--- config.mk ---
export PLATFORM = sky130hd
export DESIGN_NAME = rtc_timekeeper
export DESIGN_NICKNAME = d
export VERILOG_FILES = /design/src/rtl/rtc_pkg.sv /design/src/rtl/rtc_tick_gen.sv /design/src/rtl/rtc_timekeeper.sv
export SDC_FILE = /design/constraint.sdc
export NUM_CORES = 1
export LEC_CHECK = 0
export ABC_AREA = 1
export BUFFER_PORTS_ARGS = -buffer_cell sky130_fd_sc_hd__buf_2
export CAP_MARGIN = 10
export CORE_ASPECT_RATIO = 0.9
export CORE_MARGIN = 10
export CORE_UTILIZATION = 56
export DETAILED_ROUTE_END_ITERATION = 16
export PLACE_DENSITY = 0.77
export SLEW_MARGIN = 30
export SYNTH_ARGS = -nofsm -noshare
export SYNTH_HDL_FRONTEND = slang
export SYNTH_HIERARCHICAL = 1
export SYNTH_SLANG_ARGS = --single-unit
--- constraint.sdc ---
create_clock -name CP50 -period 3.5 [get_ports CP50]
set_clock_uncertainty 0.15 [all_clocks]
set_input_delay 0.525 -clock CP50 [delete_from_list [all_inputs] [get_ports CP50]]
set_output_delay 0.525 -clock CP50 [all_outputs]
set_load 0.005 [all_outputs]
--- src/rtl/rtc_pkg.sv ---
// rtl/rtc_pkg.sv - shared limits, hh:mm type and display decode helpers for the RTC core
//   No ports. Provides SEC_MAX/MIN_MAX/HOUR_MAX, hhmm_t, hour_12h() and bin2bcd().
package rtc_pkg;

  localparam logic [5:0] SEC_MAX  = 6'd59;
  localparam logic [5:0] MIN_MAX  = 6'd59;
  localparam logic [4:0] HOUR_MAX = 5'd23;

  typedef struct packed {
    logic [4:0] hour;
    logic [5:0] min;
  } hhmm_t;

  // Returns {pm, display_hour}. Midnight reads as 12 AM and noon as 12 PM.
  function automatic logic [5:0] hour_12h(input logic [4:0] h);
    logic [4:0] d;
    if (h == 5'd0)
      d = 5'd12;
    else if (h > 5'd12)
      d = h - 5'd12;
    else
      d = h;
    return {(h >= 5'd12), d};
  endfunction

  // Two-digit BCD for values 0..59.
  function automatic logic [7:0] bin2bcd(input logic [5:0] v);
    logic [3:0] tens;
    logic [3:0] ones;
    tens = 4'(v / 6'd10);
    ones = 4'(v % 6'd10);
    return {tens, ones};
  endfunction

endpackage

--- src/rtl/rtc_tick_gen.sv ---
// rtl/rtc_tick_gen.sv - free-running prescaler producing a registered one-cycle 1 Hz tick
//   clk   in  system clock
//   rst_n in  asynchronous active-low reset
//   tick  out high for the one cycle in which the prescaler sits at CLK_HZ-1
module rtc_tick_gen #(
  parameter int CLK_HZ = 50_000_000
) (
  input  logic clk,
  input  logic rst_n,
  output logic tick
);

  localparam int CW = $clog2(CLK_HZ);

  logic [CW-1:0] cnt;

  // tick is registered one state early so it coincides with cnt == CLK_HZ-1.
  always_ff @(posedge clk or negedge rst_n) begin
    if (!rst_n) begin
      cnt  <= '0;
      tick <= 1'b0;
    end else begin
      cnt  <= (cnt == CW'(CLK_HZ - 1)) ? '0 : cnt + CW'(1);
      tick <= (cnt == CW'(CLK_HZ - 2));
    end
  end

endmodule

--- src/rtl/rtc_timekeeper.sv ---
// rtl/rtc_timekeeper.sv - hh:mm:ss timekeeper with adjust, 12/24 h display, alarms and hourly chime
//   CP50, nCR              clock, asynchronous active-low reset
//   EN                     count enable for the time-of-day counters
//   Ctrl24To12             0 = 24 h, 1 = 12 h presentation
//   AdjH, AdjM, AlarmSet   hour/minute adjust (edge + auto-repeat), target select
//   AlarmSel, AlarmEn      alarm to set/display, per-alarm enables
//   AlarmStop              silences ringing and clears AlarmHit
//   HourBCD/MinBCD/SecBCD  registered BCD display digits; PM flag
//   Tick1Hz, LEDAlarm, LED0, AlarmHit  tick, ring, chime, sticky hit flags
module rtc_timekeeper
  import rtc_pkg::*;
#(
  parameter  int CLK_HZ     = 50_000_000,
  parameter  int NUM_ALARMS = 2,
  parameter  int RING_S     = 10,
  parameter  int CHIME_S    = 3,
  localparam int SEL_W      = (NUM_ALARMS > 1) ? $clog2(NUM_ALARMS) : 1
) (
  input  logic                  CP50,
  input  logic                  nCR,
  input  logic                  EN,
  input  logic                  Ctrl24To12,
  input  logic                  AdjH,
  input  logic                  AdjM,
  input  logic                  AlarmSet,
  input  logic [SEL_W-1:0]      AlarmSel,
  input  logic [NUM_ALARMS-1:0] AlarmEn,
  input  logic                  AlarmStop,
  output logic [7:0]            HourBCD,
  output logic [7:0]            MinBCD,
  output logic [7:0]            SecBCD,
  output logic                  PM,
  output logic                  Tick1Hz,
  output logic                  LEDAlarm,
  output logic                  LED0,
  output logic [NUM_ALARMS-1:0] AlarmHit
);

  localparam int RW = $clog2(RING_S + 1);
  localparam int CW = $clog2(CHIME_S + 1);

  rtc_tick_gen #(.CLK_HZ(CLK_HZ)) u_tick (
    .clk   (CP50),
    .rst_n (nCR),
    .tick  (Tick1Hz)
  );

  logic [5:0]            sec_q, sec_n;
  hhmm_t                 tm_q, tm_n;
  hhmm_t                 alm_q [NUM_ALARMS];
  hhmm_t                 alm_n [NUM_ALARMS];
  logic                  adjh_q, adjm_q;
  logic [RW-1:0]         ring_cnt;
  logic [CW-1:0]         chime_cnt;
  logic [7:0]            hour_bcd_q;
  logic                  disp_valid;

  logic                  inc_h, inc_m;
  logic                  sec_carry, min_carry;
  logic [NUM_ALARMS-1:0] match_vec;
  logic                  chime_evt;
  hhmm_t                 sel_alm;
  logic [4:0]            disp_hour;
  logic [5:0]            disp_min, disp_sec;
  logic [5:0]            h12;
  logic [7:0]            hour_bcd_n;
  logic                  pm_n;

  // An edge gives one step; holding the input repeats on each tick. Edge and
  // tick in the same cycle still give a single step.
  assign inc_h = AdjH & (~adjh_q | Tick1Hz);
  assign inc_m = AdjM & (~adjm_q | Tick1Hz);

  always_comb begin
    sec_n     = sec_q;
    tm_n      = tm_q;
    sec_carry = 1'b0;
    min_carry = 1'b0;

    if (Tick1Hz && EN) begin
      if (sec_q == SEC_MAX) begin
        sec_n     = '0;
        sec_carry = 1'b1;
      end else begin
        sec_n = sec_q + 6'd1;
      end
    end

    // An adjusted field swallows any carry arriving in the same cycle and
    // never carries on its own wrap.
    if (inc_m && !AlarmSet) begin
      tm_n.min = (tm_q.min == MIN_MAX) ? '0 : tm_q.min + 6'd1;
    end else if (sec_carry) begin
      if (tm_q.min == MIN_MAX) begin
        tm_n.min  = '0;
        min_carry = 1'b1;
      end else begin
        tm_n.min = tm_q.min + 6'd1;
      end
    end

    if ((inc_h && !AlarmSet) || min_carry)
      tm_n.hour = (tm_q.hour == HOUR_MAX) ? '0 : tm_q.hour + 5'd1;
  end

  always_comb begin
    sel_alm   = '0;
    match_vec = '0;
    for (int i = 0; i < NUM_ALARMS; i++) begin
      alm_n[i] = alm_q[i];
      if (AlarmSet && AlarmSel == SEL_W'(i)) begin
        if (inc_m)
          alm_n[i].min = (alm_q[i].min == MIN_MAX) ? '0 : alm_q[i].min + 6'd1;
        if (inc_h)
          alm_n[i].hour = (alm_q[i].hour == HOUR_MAX) ? '0 : alm_q[i].hour + 5'd1;
      end
      if (AlarmSel == SEL_W'(i))
        sel_alm = alm_n[i];
      // Only a tick landing on second 0 can match; adjustment never does.
      match_vec[i] = sec_carry & AlarmEn[i] & (alm_q[i] == tm_n);
    end
    chime_evt = sec_carry && (tm_n.min == 6'd0);
  end

  always_comb begin
    disp_hour  = AlarmSet ? sel_alm.hour : tm_n.hour;
    disp_min   = AlarmSet ? sel_alm.min  : tm_n.min;
    disp_sec   = AlarmSet ? 6'd0         : sec_n;
    h12        = hour_12h(disp_hour);
    hour_bcd_n = Ctrl24To12 ? bin2bcd({1'b0, h12[4:0]}) : bin2bcd({1'b0, disp_hour});
    pm_n       = Ctrl24To12 & h12[5];
  end

  always_ff @(posedge CP50 or negedge nCR) begin
    if (!nCR) begin
      sec_q      <= '0;
      tm_q       <= '0;
      for (int i = 0; i < NUM_ALARMS; i++)
        alm_q[i] <= '0;
      adjh_q     <= 1'b0;
      adjm_q     <= 1'b0;
      ring_cnt   <= '0;
      chime_cnt  <= '0;
      hour_bcd_q <= '0;
      disp_valid <= 1'b0;
      MinBCD     <= '0;
      SecBCD     <= '0;
      PM         <= 1'b0;
      LEDAlarm   <= 1'b0;
      LED0       <= 1'b0;
      AlarmHit   <= '0;
    end else begin
      sec_q      <= sec_n;
      tm_q       <= tm_n;
      alm_q      <= alm_n;
      adjh_q     <= AdjH;
      adjm_q     <= AdjM;
      hour_bcd_q <= hour_bcd_n;
      disp_valid <= 1'b1;
      MinBCD     <= bin2bcd(disp_min);
      SecBCD     <= bin2bcd(disp_sec);
      PM         <= pm_n;

      // Stop outranks a simultaneous match.
      if (AlarmStop) begin
        LEDAlarm <= 1'b0;
        AlarmHit <= '0;
        ring_cnt <= '0;
      end else if (|match_vec) begin
        LEDAlarm <= 1'b1;
        AlarmHit <= AlarmHit | match_vec;
        ring_cnt <= RW'(RING_S);
      end else if (Tick1Hz && ring_cnt != '0) begin
        ring_cnt <= ring_cnt - RW'(1);
        LEDAlarm <= (ring_cnt != RW'(1));
      end

      if (chime_evt) begin
        chime_cnt <= CW'(CHIME_S);
        LED0      <= 1'b1;
      end else if (Tick1Hz && chime_cnt != '0) begin
        chime_cnt <= chime_cnt - CW'(1);
        LED0      <= (chime_cnt != CW'(1));
      end
    end
  end

  // Before the first clock after reset the display register has not loaded,
  // so show the decode of hour 0 directly in whichever mode is selected.
  assign HourBCD = disp_valid ? hour_bcd_q : (Ctrl24To12 ? 8'h12 : 8'h00);

endmodule

# Word-level counts from Yosys, hierarchy flattened
# Cells that the tools add are included.
# totals
ff_bits	104
latch_bits	0
mem_bits_rw	0
mem_bits_ro	0
in_bits	11
out_inout_bits	30
wordCells	130
n_memories	0
# op_classes
n_addsub	11
multipliers	0
div_mod_pow	8
magnitude_cmp	2
n_eq_ne	13
n_shift	0
mux	44
bitwise_logic	13
n_reduce_logical	18
# op_table
cell	count
$mux W6	11
$eq A26 B26 Y1 const B	2
$mux W5	10
$mux W11	3
$add A26 B1 Y26 const B	1
$mux W26	1
$add A6 B1 Y6 const B	4
$eq A6 B6 Y1 const B	4
$eq A11 B11 Y1	2
$mux W8	2
$add A5 B1 Y5 const B	3
$eq A5 B5 Y1 const B	3
$div A5 B4 Y6 const B	2
$div A6 B4 Y6 const B	2
$mod A5 B4 Y6 const B	2
$mod A6 B4 Y6 const B	2
$mux W4	3
$mux W1	10
$logic_and A1 B1 Y1	8
$mux W2	4
$and A1 B1 Y1	7
$logic_not A6 Y1	1
$reduce_bool A2 Y1	3
$ge A5 B4 Y1 const B	1
other kinds (15)	18

# Depth between registers and ports, before layout
# logic_depth
ltp_word	13
ltp_mapped	31
depth_no_buf	30

# Cells and area by module
# The synthesis kept the hierarchy.
# by_module_without_submodules
module	instances	cells_per_inst	area_each_um2	seq_area_each_um2
rtc_timekeeper	1	655	4909.7	1826.8
rtc_tick_gen	1	221	1636.6	675.6

# Least setup slack after synthesis
# OpenSTA, ideal clock, no wires.
# synth_timing
path_type	input to register
from	input port AlarmSet
to	register hour_bcd_q[2]
setup_ns	0.117
arrival_ns	3.220
t_required_ns	3.233
slack_ns	0.013
path_stages	28
n_path_buf	1
cell_sequence	buf_4 > inv_4 > nand3_2 > nand2_1 > o21ai_4 > nand2_1 > nand2_2 > nand2_1 > nand2_2 > ha_1 > nand3_1 > nand3_1 > nand2_1 > nand3_1 > inv_1 > ha_1 > inv_1 > nand4_1 > nand3_1 > nand2_1 > inv_1 > ha_1 > a31oi_1 > nand3_1 > nand2_4 > nand2_4 > nand2_1 > nand2_1
# synth_lines
item	line	source
from (decl)	rtc_timekeeper.sv:25	input logic AlarmSet,
to (signal assigned)	rtc_timekeeper.sv:158	hour_bcd_q <= hour_bcd_n;
to (decl)	rtc_timekeeper.sv:55	logic [7:0] hour_bcd_q;

==> results.md <==
- Outcome: finished with violations
- Violated checks: setup timing
- Max clock buf depth: 2
- DRC: 0
- WS Path Type: reg2reg
- Vias: 6300
- Core Util, Final: between 70% and 80%
- Worst R2R Setup Slack: -0.32 ns
- Clk slew on worst S/H paths: approximately 0.070 ns
- Synthesized flop and latch total: 100
- Largest family of logic cells by synthesized area: simple AND/OR/NAND/NOR gates
- IO buf count: 36
- Share of cells above drive strength 1: between 20% and 30%
- Setup ws final: -0.322 ns
- Reg power frac: between 30% and 40%
- Slowest cell on the critical path: dfrtp_1
- Met1 Use GR: between 20% and 30%
- Yosys cell types: 52
- Worst-skew pair later-pin latency: 0.35 ns
- Number of global-route vias before repair: 5785
- Count of final setup violators: 4
- M2 GR Usage: a little under a third
- RePlAce Congestion: just over 0.9
- Vias/cell: 5.38
- Pins Over Slew Limit: 0
- First-pass GRT wire length: approximately 27 mm
- Critical path arrival: a little under 4 ns
- CTS tree: yes
- Detail Route Antenna Nets: 0
- Area share of fa/ha/maj cells after synthesis: 4.20%
- Die height: 123 µm
- FF-to-FF End: hour_bcd_q[1]
- Synth Cell Area: 6550 µm²
- Power share of the clock group: between 20% and 30%
- Setup_tns: -1.16 ns
- Tmin final: approximately 3.8 ns
- Post-DR wirelength/cell: ~15 µm
- Clock Tree Root: clkbuf_16
- Sequential area share after synthesis: between 30% and 40%
- Busiest grt layer: met2
- # diodes: 0
- Crit start category: flop
- Starting Density: 57.2%
- 1st-pass router iterations: 5
- GRT Total Usage: about a fifth
- Worst r2r src: tm_q[1]
- Pwr dens: between 500 and 600 nW/µm²
- Congestion Overflow GR: 0
- Simple-Gate Fraction of Synth Area: 34.6%
- Fmax: roughly 260 MHz
- Post-CTS Hold Buffers: 0
- # rows: 37
- Die area: ~16000 µm²
- Final Cycle Share: 109%
- Switching Power: 1.83 mW
- Met3 Track Usage GR: ~5%
- Mux contribution to synthesized area: 0%
- Delay of the slowest cell on the worst path: 0.37 ns
- I/O Pins: between 40 and 50
- Final Hold Viols: 0
- Leakage: between 4 and 5 nW
- Yosys warning count: 6
- CP endpoint kind: flop
- Hold/Removal Path Class: in2async
- Gate power share: ~47%
- R2R depth: 26
- Critical path required time: between 3 and 4 ns
- Syn Area/Cell: 7.47 µm²
- Worst-margin pin slew: approximately 0.75 ns
- Max Cap Violations: 0
- Most common cell after layout, fill and taps aside: nand2_1
- Peak supply drop: approximately 0.32 mV
- Post-synthesis xor/xnor area fraction: a little over 5%
- Pin count of the biggest net entering global routing: 58
- Most frequent cells in the layout: nand2_1, inv_1, dfrtp_1
- Antenna violations before repair: 0
- Layout area overhead: 25.8%
- Most Frequent Cell on Critical Path: nand3_2
- Slew HR: around 50%
- Die X: between 100 and 150 µm
- CP max FO: 5
- 1st-iter DRT viols: 530
- CTS H-tree depth: 3
- Synthesized instance count: 876
- Int Pwr: about 2.8 mW
- Final net count: approximately 1000
- DP HPWL: roughly 12 mm
- Complex-gate fraction of the synthesized area: under 10%
- DRT Wirelength: roughly 18 mm
- Sw Ratio: between 30% and 40%
- RSZ-0062 raised after global routing: yes
- Core Area: about 11000 µm²
- Sink Count: 100
- Number of buffers created by CTS: 9
[per-stage QoR]
stage          power, mW  hold slack, ns  worst slack [ns]  instances  instance area, µm²
2_1_floorplan       2.54          0.0794            0.0131        879                6560
3_5_place_dp        3.11           0.337            -0.223       1119                7340
5_1_grt             4.92           0.155            -0.410       1172                8240
3_3_place_gp        3.08           0.337           -0.0582       1119                7340
4_1_cts             4.20           0.127           0.00168       1151                7800
6_report            4.65          0.0960            -0.322       1172                8240
[per-layer routing]
layer | wire (µm) | up-vias
li1 | - | 3042
met1 | 7700 | 2983
met2 | 8270 | 223
met3 | 1200 | 52
met4 | 665 | 0
met5 | 0 | -
[sequential cells by signal, indices dropped and copies added (netlist names), 2 cells and up]
signal,cells
tm_q,11
SecBCD,7
chime_cnt,2
AlarmHit,2
ring_cnt,4
MinBCD,7
u_tick/cnt,26
sec_q,6
alm_q,22
hour_bcd_q,6
[worst max-delay path by stage]
stage,to,startpoint,slack (ns),depth (start not counted)
floorplan,hour_bcd_q[2],AlarmSet,0.01,28
global placement,hour_bcd_q[2],EN,-0.06,27
detailed placement,hour_bcd_q[1],EN,-0.22,27
CTS,hour_bcd_q[1],tm_q[1],0.002,27
global route,hour_bcd_q[3],tm_q[1],-0.41,25
finish,hour_bcd_q[1],tm_q[1],-0.32,26
[critical path: cells and delay by family (launching register included)]
kind / cells / cell delay (ns)
fa+ha+maj: 3 / 0.52
compound gates: 2 / 0.35
buf+inv: 5 / 0.54
flops: 1 / 0.37
simple gates: 16 / 1.78
[cells in the mapped netlist, drive strengths merged]
| master | instances | share of area [%] |
|---|---|---|
| a21boi | 1 | 0.17 |
| a21o | 1 | 0.11 |
| a21oi | 20 | 2.0 |
| a221oi | 2 | 0.27 |
| a31oi | 5 | 0.48 |
| and2 | 1 | 0.096 |
| buf | 9 | 0.90 |
| clkbuf | 2 | 0.11 |
| clkinv | 2 | 0.21 |
| conb | 2 | 0.11 |
| dfrtp | 100 | 38 |
| ha | 22 | 4.2 |
| inv | 130 | 7.5 |
| nand2 | 255 | 16 |
| nand3 | 83 | 7.1 |
| nand3b | 3 | 0.34 |
| nand4 | 15 | 1.4 |
| nor2 | 100 | 7.3 |
| nor3 | 11 | 1.1 |
| nor3b | 1 | 0.11 |
| nor4 | 3 | 0.29 |
| o2111ai | 1 | 0.13 |
| o211ai | 4 | 0.61 |
| o21a | 3 | 0.34 |
| o21ai | 51 | 4.2 |
| o21bai | 2 | 0.23 |
| o22ai | 3 | 0.38 |
| or2 | 6 | 0.57 |
| xnor2 | 7 | 0.94 |
| xor2 | 31 | 4.3 |
[power by group through the flow]
stage          clock network [mW]  logic (mW)  registers [mW]
5_1_grt                      1.01        2.40            1.51
2_1_floorplan                   0        1.06            1.48
3_3_place_gp                    0        1.59            1.49
4_1_cts                     0.970        1.76            1.48
3_5_place_dp                    0        1.61            1.49
6_report                    0.952        2.20            1.50
[area by class of cell]
| type | count | area [µm²] |
|---|---|---|
| Tap cell | 156 | 195 |
| Multi-Input combinational cell | 636 | 3780 |
| Fill cell | 855 | 3200 |
| Timing Repair Buffer | 131 | 945 |
| Clock buffer | 12 | 256 |
| Sequential cell | 100 | 2500 |
| Clock inverter | 4 | 23.8 |
| Inverter | 132 | 519 |
| Timing Repair inverter | 1 | 8.76 |
[cells by family after synthesis]
group                      Yosys count
and+or+nand+nor                    478
buffers and inverters              143
DFF                                100
AOI/OAI and AO/OA                   93
xor gates and xnor gates            38
adders and majority gates           22
other                                2
[timing repair]
action                     in CTS  in global routing
gates resized for setup        17                 62
hold endpoints to repair        0                  0
cloned                          0                  1
setup endpoints to repair       4                  4
pin swaps                      20                 38
buffers inserted               16                 20
No activity file was read; power rests on OpenSTA's default activity.
